### src/rtl/envelope_decimator.sv
// ---------------------------------------------------------------------------
// envelope_decimator
//
// Purpose:
//   Turns a stream of signed FIR samples into a decimated, unsigned amplitude
//   envelope. Each output is the sum of |x| over DECIM valid input samples,
//   right-shifted by SHIFT and clipped to 16 bits.
//
//   Pipeline:
//     stage 1 : a_q <= |x|, a_vld_q <= x_valid (dropped by sync_clr)
//     stage 2 : acc_q/cnt_q accumulate; on the frame's last sample the
//               sum is scaled, clipped and presented on y with a one-cycle
//               y_valid strobe.
//
//   Stream handshake: x_valid is a qualifier only (no back-pressure). A
//   sample is consumed on every rising edge where x_valid=1 and sync_clr=0;
//   y_valid is a single-cycle strobe and y/sat hold their value between
//   strobes.
//
// Parameters:
//   DECIM  samples per output frame (2..256)
//   SHIFT  right-shift applied to the frame sum (0..10)
//
// Ports:
//   clk       in   sole clock, rising edge
//   rst_n     in   asynchronous active-low reset
//   x         in   18-bit signed sample
//   x_valid   in   x carries a new sample this cycle
//   sync_clr  in   synchronous frame restart, partial frame discarded
//   y         out  16-bit unsigned envelope
//   y_valid   out  single-cycle strobe, y is new this cycle
//   sat       out  y was clipped; updated with each y_valid
// ---------------------------------------------------------------------------
module envelope_decimator #(
    parameter int DECIM = 16,
    parameter int SHIFT = 4
) (
    input  logic               clk,
    input  logic               rst_n,
    input  logic signed [17:0] x,
    input  logic               x_valid,
    input  logic               sync_clr,
    output logic        [15:0] y,
    output logic               y_valid,
    output logic               sat
);

    localparam int            CW   = (DECIM > 2) ? $clog2(DECIM) : 1;
    localparam logic [CW-1:0] LAST = CW'(DECIM - 1);

    // Stage 1 registers
    logic [17:0]   a_q,     a_d;
    logic          a_vld_q, a_vld_d;
    // Stage 2 registers
    logic [25:0]   acc_q,   acc_d;
    logic [CW-1:0] cnt_q,   cnt_d;
    logic [15:0]   y_q,     y_d;
    logic          yv_q,    yv_d;
    logic          sat_q,   sat_d;

    logic [17:0]   mag;
    logic [25:0]   sum;
    logic [25:0]   scaled;
    logic          clip;

    // |x| in 18 unsigned bits: -131072 negates to 0x20000, which is exactly
    // 131072 when read as unsigned, so no wrap occurs.
    always_comb begin
        mag = x[17] ? (~$unsigned(x) + 18'd1) : $unsigned(x);
    end

    // 256 * 131072 = 2^25 fits in 26 bits, so this add never overflows.
    always_comb begin
        sum    = acc_q + {8'd0, a_q};
        scaled = sum >> SHIFT;
        clip   = |scaled[25:16];
    end

    always_comb begin
        a_d     = mag;
        a_vld_d = x_valid && !sync_clr;
        acc_d   = acc_q;
        cnt_d   = cnt_q;
        y_d     = y_q;
        sat_d   = sat_q;
        yv_d    = 1'b0;
        // Clear has priority over a dump: the partial or just-completed
        // frame is dropped and y/sat keep their previous value.
        if (sync_clr) begin
            acc_d = '0;
            cnt_d = '0;
        end else if (a_vld_q) begin
            if (cnt_q == LAST) begin
                acc_d = '0;
                cnt_d = '0;
                yv_d  = 1'b1;
                y_d   = clip ? 16'hFFFF : scaled[15:0];
                sat_d = clip;
            end else begin
                acc_d = sum;
                cnt_d = cnt_q + CW'(1);
            end
        end
    end

    always_ff @(posedge clk or negedge rst_n) begin
        if (!rst_n) begin
            a_q     <= '0;
            a_vld_q <= 1'b0;
            acc_q   <= '0;
            cnt_q   <= '0;
            y_q     <= '0;
            yv_q    <= 1'b0;
            sat_q   <= 1'b0;
        end else begin
            a_q     <= a_d;
            a_vld_q <= a_vld_d;
            acc_q   <= acc_d;
            cnt_q   <= cnt_d;
            y_q     <= y_d;
            yv_q    <= yv_d;
            sat_q   <= sat_d;
        end
    end

    assign y       = y_q;
    assign y_valid = yv_q;
    assign sat     = sat_q;

endmodule

### config.mk
export PLATFORM = sky130hd
export DESIGN_NAME = envelope_decimator
export DESIGN_NICKNAME = d
export VERILOG_FILES = /design/src/rtl/envelope_decimator.sv
export SDC_FILE = /design/constraint.sdc
export NUM_CORES = 1
export LEC_CHECK = 0
export ABC_AREA = 1
export BUFFER_PORTS_ARGS = -buffer_cell sky130_fd_sc_hd__buf_2
export CAP_MARGIN = 30
export CELL_PAD_IN_SITES_DETAIL_PLACEMENT = 1
export CELL_PAD_IN_SITES_GLOBAL_PLACEMENT = 2
export CORE_AREA = 3 3 115 117
export DETAILED_ROUTE_END_ITERATION = 8
export DIE_AREA = 0 0 118 120
export PLACE_DENSITY_LB_ADDON = 0.1
export SYNTH_ARGS = -nofsm -noshare
export SYNTH_HDL_FRONTEND = slang
export SYNTH_SLANG_ARGS = --single-unit
### constraint.sdc
create_clock -name clk -period 4.7 [get_ports clk]
set_input_delay 0.47 -clock clk [delete_from_list [all_inputs] [get_ports clk]]
set_output_delay 0.47 -clock clk [all_outputs]
set_load 0.02 [all_outputs]
==> impl_metrics.yaml, run 1 <==
run_status:
  status: "finished clean"
timing:
  skew_ns: 0.008955
  slew_violations: 0
  tightest_slew_ns: 0.8733
  fin_tns_setup_ns: 0
  fin_crit_sh_pct: 57.54
  rsz0062_at_grt: "no"
  max_slew_margin_pct: 41.78
  final_hold_viol_count: 0
  max_freq_ghz: 0.3698
  final.min_clock_period_ns: 2.704
  setup_violations: 0
finish:
  syn2layout_area_growth_pct: 15.82
  multiInputGateArea_mm2: 0.002231
  seq_area_mm2: 0.001677
  fill_cells: 1597
  layout_commonest_cell: "nand2_1"
  antenna_cells: 0
  nNetsFinal: 665
  layout_common_cells: "174 x nand2_1, 81 x inv_1, 67 x dfrtp_1"
  drive_above_1_share_pct: 15.95
die:
  die_y_um: 120
  io_pins: 40
  dieWidth_um: 118
  initial_core_util_pct: 34.27
  core_mm2: 0.01247
  core.rowCount: 41
  die_area_mm2: 0.01416
yosys:
  syn_avg_cell_area_um2: 7.403
  synth.net_count: 620
  ys_ff_latch: 67
  syn_area_mm2: 0.004272
  yosysSeqAreaShare_pct: 39.25
  syn_inst: 577
  synth_cell_types: 32
  ys_warn_count: 0
placed_design:
  dp_hpwl_mm: 9.627
  routabilityCongestion: 0.8563
  io_buffers: 39
worst_setup_path:
  path_cells: "ha_1 > nand2_1 > o21ai_0 > nand2_1 > nand3_1 > nand2_1 > nand2_2 > nand2_2 > nor2_4 > nand2_2 > nand2_2 > nand2_1"
  path_buf_inv: 0
  critPathMaxStageDelay_ns: 0.52
  critPathLaunchType: "register"
  cpLargestDelayFamily: "simple AND/OR/NAND/NOR gates"
  cp.arrival_ns: 2.93
  crit_required_ns: 4.92
  cp_max_fo: 12
  endpoint_kind: "register"
  cpMaxStageDelayCell: "o21ai_0"
  crit_type: "register to register"
clock_network:
  cts_resized: 0
  numCtsBuffers: 9
  clk_pin_slew_ns: 0.06
  clk_latency_ns: 0.34
  clockRootBuffer: "clkbuf_16"
  cts_tree: "built"
  postCtsHoldBufs: 0
  post-cts-setup-buffers: 0
  cts_max_level: 3
  cts_sinks: 67
  clockBufferDepth: 2
pwr:
  p_leak_nw: 2.549
  ir_drop_uv: 192.5
  p_total_mw: 1.616
  p_per_area_mw_per_mm2: 326.7
global_route:
  grt_pass1_vias: 4031
  grt_max_degree: 68
  grt_overflow: 0
  gr-usage-all-layers_pct: 18.58
  grt_antenna_before_repair: 0
  grt_first_pass_wirelength_mm: 20.67
run:
  cap_violations: 0
detailed_routing:
  via_per_inst: 4.711
  drtIter0Drc: 144
  first_pass_iters: 4
  vias: 3764
  drcViolationCount: 0
  avgRoutedWirePerCell_um: 15.16
  drt_wl_total_mm: 12.12
  ant_nets: 0
min_path:
  hold_class: "primary input to register"
-- synth_stat cells (all sizes together) --
cell type | number | area [µm²]
or2 | 7 | 43.80
nand3b | 1 | 20.02
dfrtp | 67 | 1677
a22o | 6 | 52.55
nand2 | 194 | 778.3
ha | 20 | 250.2
o21bai | 1 | 7.510
inv | 83 | 311.6
xnor2 | 15 | 131.4
nor2 | 56 | 245.2
o21ai | 31 | 155.2
and2 | 2 | 12.51
and3 | 1 | 6.260
nor3 | 6 | 30.03
xor2 | 16 | 140.1
buf | 1 | 11.26
nand4 | 7 | 43.79
o22ai | 7 | 43.79
o31ai | 1 | 7.510
nand3 | 25 | 140.1
clkbuf | 8 | 30.03
fa | 1 | 20.02
clkinv | 3 | 11.26
a31oi | 1 | 6.260
a21oi | 17 | 96.35
-- registers in the layout (all words and copies together), names as in the netlist --
name / count
acc_q: 26
a_q: 18
y: 16
cnt_q: 4
a_vld_q: 1
sat: 1
y_valid: 1
-- kinds of logic after synthesis --
| family | after synthesis | share of synthesized area (%) |
|---|---|---|
| buf+inv | 95 | 8.524 |
| compound gates | 64 | 8.641 |
| flops | 67 | 39.25 |
| xor+xnor | 31 | 6.356 |
| simple gates | 299 | 30.90 |
| fa+ha+maj | 21 | 6.327 |
-- power breakdown --
| part | switching (mW) | internal (mW) | total, mW |
|---|---|---|---|
| Combinational | 0.242 | 0.116 | 0.358 |
| Sequential | 0.0193 | 0.615 | 0.634 |
| Clock | 0.265 | 0.359 | 0.624 |
-- worst paths after layout --
check,startpoint,to,slack [ns],depth (start not counted)
worst max-delay path,acc_q[16],y[13],2.00,12
worst min-delay path,x[0],a_q[0],0.29,1
worst max register to register,acc_q[16],y[13],2.00,12
worst min register to register,acc_q[15],acc_q[15],0.49,2
max in group asynchronous,rst_n,acc_q[12],3.81,2
min in group asynchronous,rst_n,a_q[2],0.32,2
-- layout make-up --
class                   count  share of cell area [%]
clock buffers               9                   4.552
flip-flops and latches     67                   33.89
clock inverters             7                   1.037
repair buffers             43                   4.552
well taps                 172                   4.350
multi-input cells         415                   45.09
inverters                  86                   6.525
-- routing by layer --
| layer | vias to the layer above | global-route usage, % | routed length (µm) |
|---|---|---|---|
| li1 | 1887 | - | - |
| met3 | 15 | 3.393 | 335 |
| met2 | 34 | 30.15 | 5642 |
| met4 | 0 | 6.300 | 196 |
| met5 | - | 0 | 0 |
| met1 | 1828 | 25.10 | 5941 |
-- per-stage QoR --
step                setup WS (ns)  instances  hold slack (ns)  instance area, µm²  utilization, %
floorplan                   2.429        577           0.1744                4272               -
global placement            2.122        783           0.4697                4671           37.47
detailed placement          2.032        783           0.4794                4671           37.47
CTS                         2.033        799           0.2868                4947           39.69
global route                1.791        799           0.2808                4947           39.69
finish                      1.996        799           0.2934                4947           39.69
No activity file was read; power rests on OpenSTA's default activity.
==> run 2: changes to the inputs <==
--- a/config.mk
+++ b/config.mk
@@ -10,9 +10,9 @@
 export CAP_MARGIN = 30
 export CELL_PAD_IN_SITES_DETAIL_PLACEMENT = 1
 export CELL_PAD_IN_SITES_GLOBAL_PLACEMENT = 2
-export CORE_AREA = 3 3 115 117
+export CORE_AREA = 3 3 122 124
 export DETAILED_ROUTE_END_ITERATION = 8
-export DIE_AREA = 0 0 118 120
+export DIE_AREA = 0 0 125 127
 export PLACE_DENSITY_LB_ADDON = 0.1
 export SYNTH_ARGS = -nofsm -noshare
 export SYNTH_HDL_FRONTEND = slang
==> constraint.sdc (replaced) <==
create_clock -name clk -period 2.3 [get_ports clk]
set_input_delay 0.23 -clock clk [delete_from_list [all_inputs] [get_ports clk]]
set_output_delay 0.23 -clock clk [all_outputs]
set_load 0.02 [all_outputs]
==> impl_metrics.yaml, run 2 (synthesis gave the netlist of run 1 again) <==
detailed_routing:
  drt_wl_total_mm: 13.54
  via_per_inst: 4.572
  drcViolationCount: 0
  vias: 3877
  avgRoutedWirePerCell_um: 15.97
  route.top_layer_used: "met4"
  first_pass_iters: 4
  wl_met3_um: 311
  drtIter0Drc: 102
  met2_length_mm: 6.454
  ant_nets: 0
  met1Wirelength_mm: 6.469
timing:
  holdWs_ns: 0.01392
  final_hold_viol_count: 0
  fin_crit_sh_pct: 99.35
  max_slew_margin_pct: 61.22
  skew_ns: 0.008385
  setup_violations: 0
  max_freq_ghz: 0.4376
  rsz0062_at_grt: "yes"
  tightest_slew_ns: 0.5817
  slew_violations: 0
  final.min_clock_period_ns: 2.285
worst_setup_path:
  reg2regPathDepth: 16
  cpMostUsedCell: "nand2_2"
  endpoint_kind: "register"
  path_cells: "ha_2 > inv_2 > fa_2 > inv_2 > nand4_1 > nand2_2 > nand2_1 > nand3_1 > nand2_1 > nand2_2 > nand2_2 > nor2_4 > nand2_2 > nand2_4 > buf_6 > nand2_2"
  crit_required_ns: 2.52
  critPathMaxStageDelay_ns: 0.40
  worstReg2RegStart: "a_q[0]"
  cp_max_fo: 5
  cpMaxStageDelayCell: "dfrtp_1"
  crit_type: "register to register"
  cp.arrival_ns: 2.51
  critPathLaunch: "a_q[0]"
  critPathLaunchType: "register"
pwr:
  p_leak_nw: 2.802
  p_total_mw: 3.720
  p_per_area_mw_per_mm2: 665.2
  ir_drop_uv: 503.8
placed_design:
  placed_cell_area_mm2: 0.004936
  routabilityCongestion: 0.8228
  dp_hpwl_mm: 10.53
  dp.cells: 823
  io_buffers: 39
die:
  die_y_um: 127
  core_mm2: 0.01388
  io_pins: 40
  core.rowCount: 43
  die_area_mm2: 0.01588
  dieWidth_um: 125
  initial_core_util_pct: 30.77
finish:
  syn2layout_area_growth_pct: 30.93
  antenna_cells: 0
  drive_above_1_share_pct: 27.10
  largest_reg_flops: 26
  layout_commonest_cell: "nand2_1"
  final_area_mm2: 0.005593
  layout_common_cells: "161 x nand2_1, 79 x inv_1, 67 x dfrtp_1"
  fin_cells: 848
  nNetsFinal: 708
  top_register: "acc_q"
  utilization_pct: 40.29
clock_network:
  clk_pin_slew_ns: 0.05
  cts_tree: "built"
  cts_sinks: 67
  clockRootBuffer: "clkbuf_16"
  cts_max_level: 3
  clockBufferDepth: 2
  clk_latency_ns: 0.34
  numCtsBuffers: 9
run_status:
  status: "finished clean"
min_path:
  hold_depth: 1
  min-delay-start: "x[0]"
  hold_class: "primary input to register"
global_route:
  gr-usage-all-layers_pct: 17.91
  grt_pass1_vias: 4276
  grt_first_pass_wirelength_mm: 22.20
  grt_antenna_before_repair: 0
  grt_max_degree: 27
  grt_overflow: 0
run:
  cap_violations: 0
-- run 2: changes by cell type in the layout (fill, tap and decap cells not counted), sizes merged --
| cell | previous run | this run |
|---|---|---|
| clkinv | 6 | 5 |
| bufinv | 0 | 2 |
| buf | 43 | 85 |
| dlygate4sd3 | 0 | 1 |
| clkinvlp | 2 | 0 |
| inv | 85 | 84 |
-- run 2: final timing paths --
path	end	slack [ns]
worst min register to register	sat	0.50
min in group asynchronous	acc_q[5]	0.42
max in group asynchronous	y[9]	1.11
worst min-delay path	a_q[0]	0.01
worst max-delay path	y[1]	0.02
worst max register to register	y[1]	0.02
-- run 2: per-stage QoR --
| step | TNS (ns) | worst slack [ns] |
|---|---|---|
| 2_1_floorplan | 0 | 0.02893 |
| 3_3_place_gp | -1.258 | -0.1267 |
| 3_5_place_dp | -1.809 | -0.1768 |
| 4_1_cts | -0.8564 | -0.08955 |
| 5_1_grt | -1.440 | -0.1203 |
| 6_report | 0 | 0.01505 |
-- run 2: cell type report --
type	instances	area, µm²
fill	1720	8288
sequential	67	1677
clock buffer	9	225.2
tap	180	225.2
clock inverter	5	78.83
inverter	86	322.8
timing repair buffer	86	570.5
multi-input combinational	415	2494
-- run 2: worst max-delay path: cells and delay by family (launching register included) --
family                     cells  cell delay [ns]
DFF                            1             0.40
buffers and inverters          3             0.26
adders and majority gates      2             0.55
and+or+nand+nor               11             0.96
-- run 2: what timing repair did --
action / 4_1_cts / 5_1_grt
endpoints found under the hold margin: 22 / 0
endpoints found under the setup margin: 15 / 21
cloned: 1 / 0
setup buffers: 10 / 2
resized for setup: 14 / 40
hold buffers: 1 / 0
pin swaps: 6 / 10
-- run 2: routing by layer --
layer | GRT usage [%] | up-vias
met3 | 3.512 | 17
met1 | 23.71 | 1843
li1 | - | 1977
met4 | 5.867 | 0
met5 | 0 | -
met2 | 29.61 | 40
-- run 2: where the power goes --
part | leakage, nW | total [mW] | internal (mW) | switching (mW)
Clock | 0.152 | 1.47 | 0.936 | 0.536
Combinational | 1.80 | 0.932 | 0.381 | 0.551
Sequential | 0.851 | 1.32 | 1.26 | 0.0593
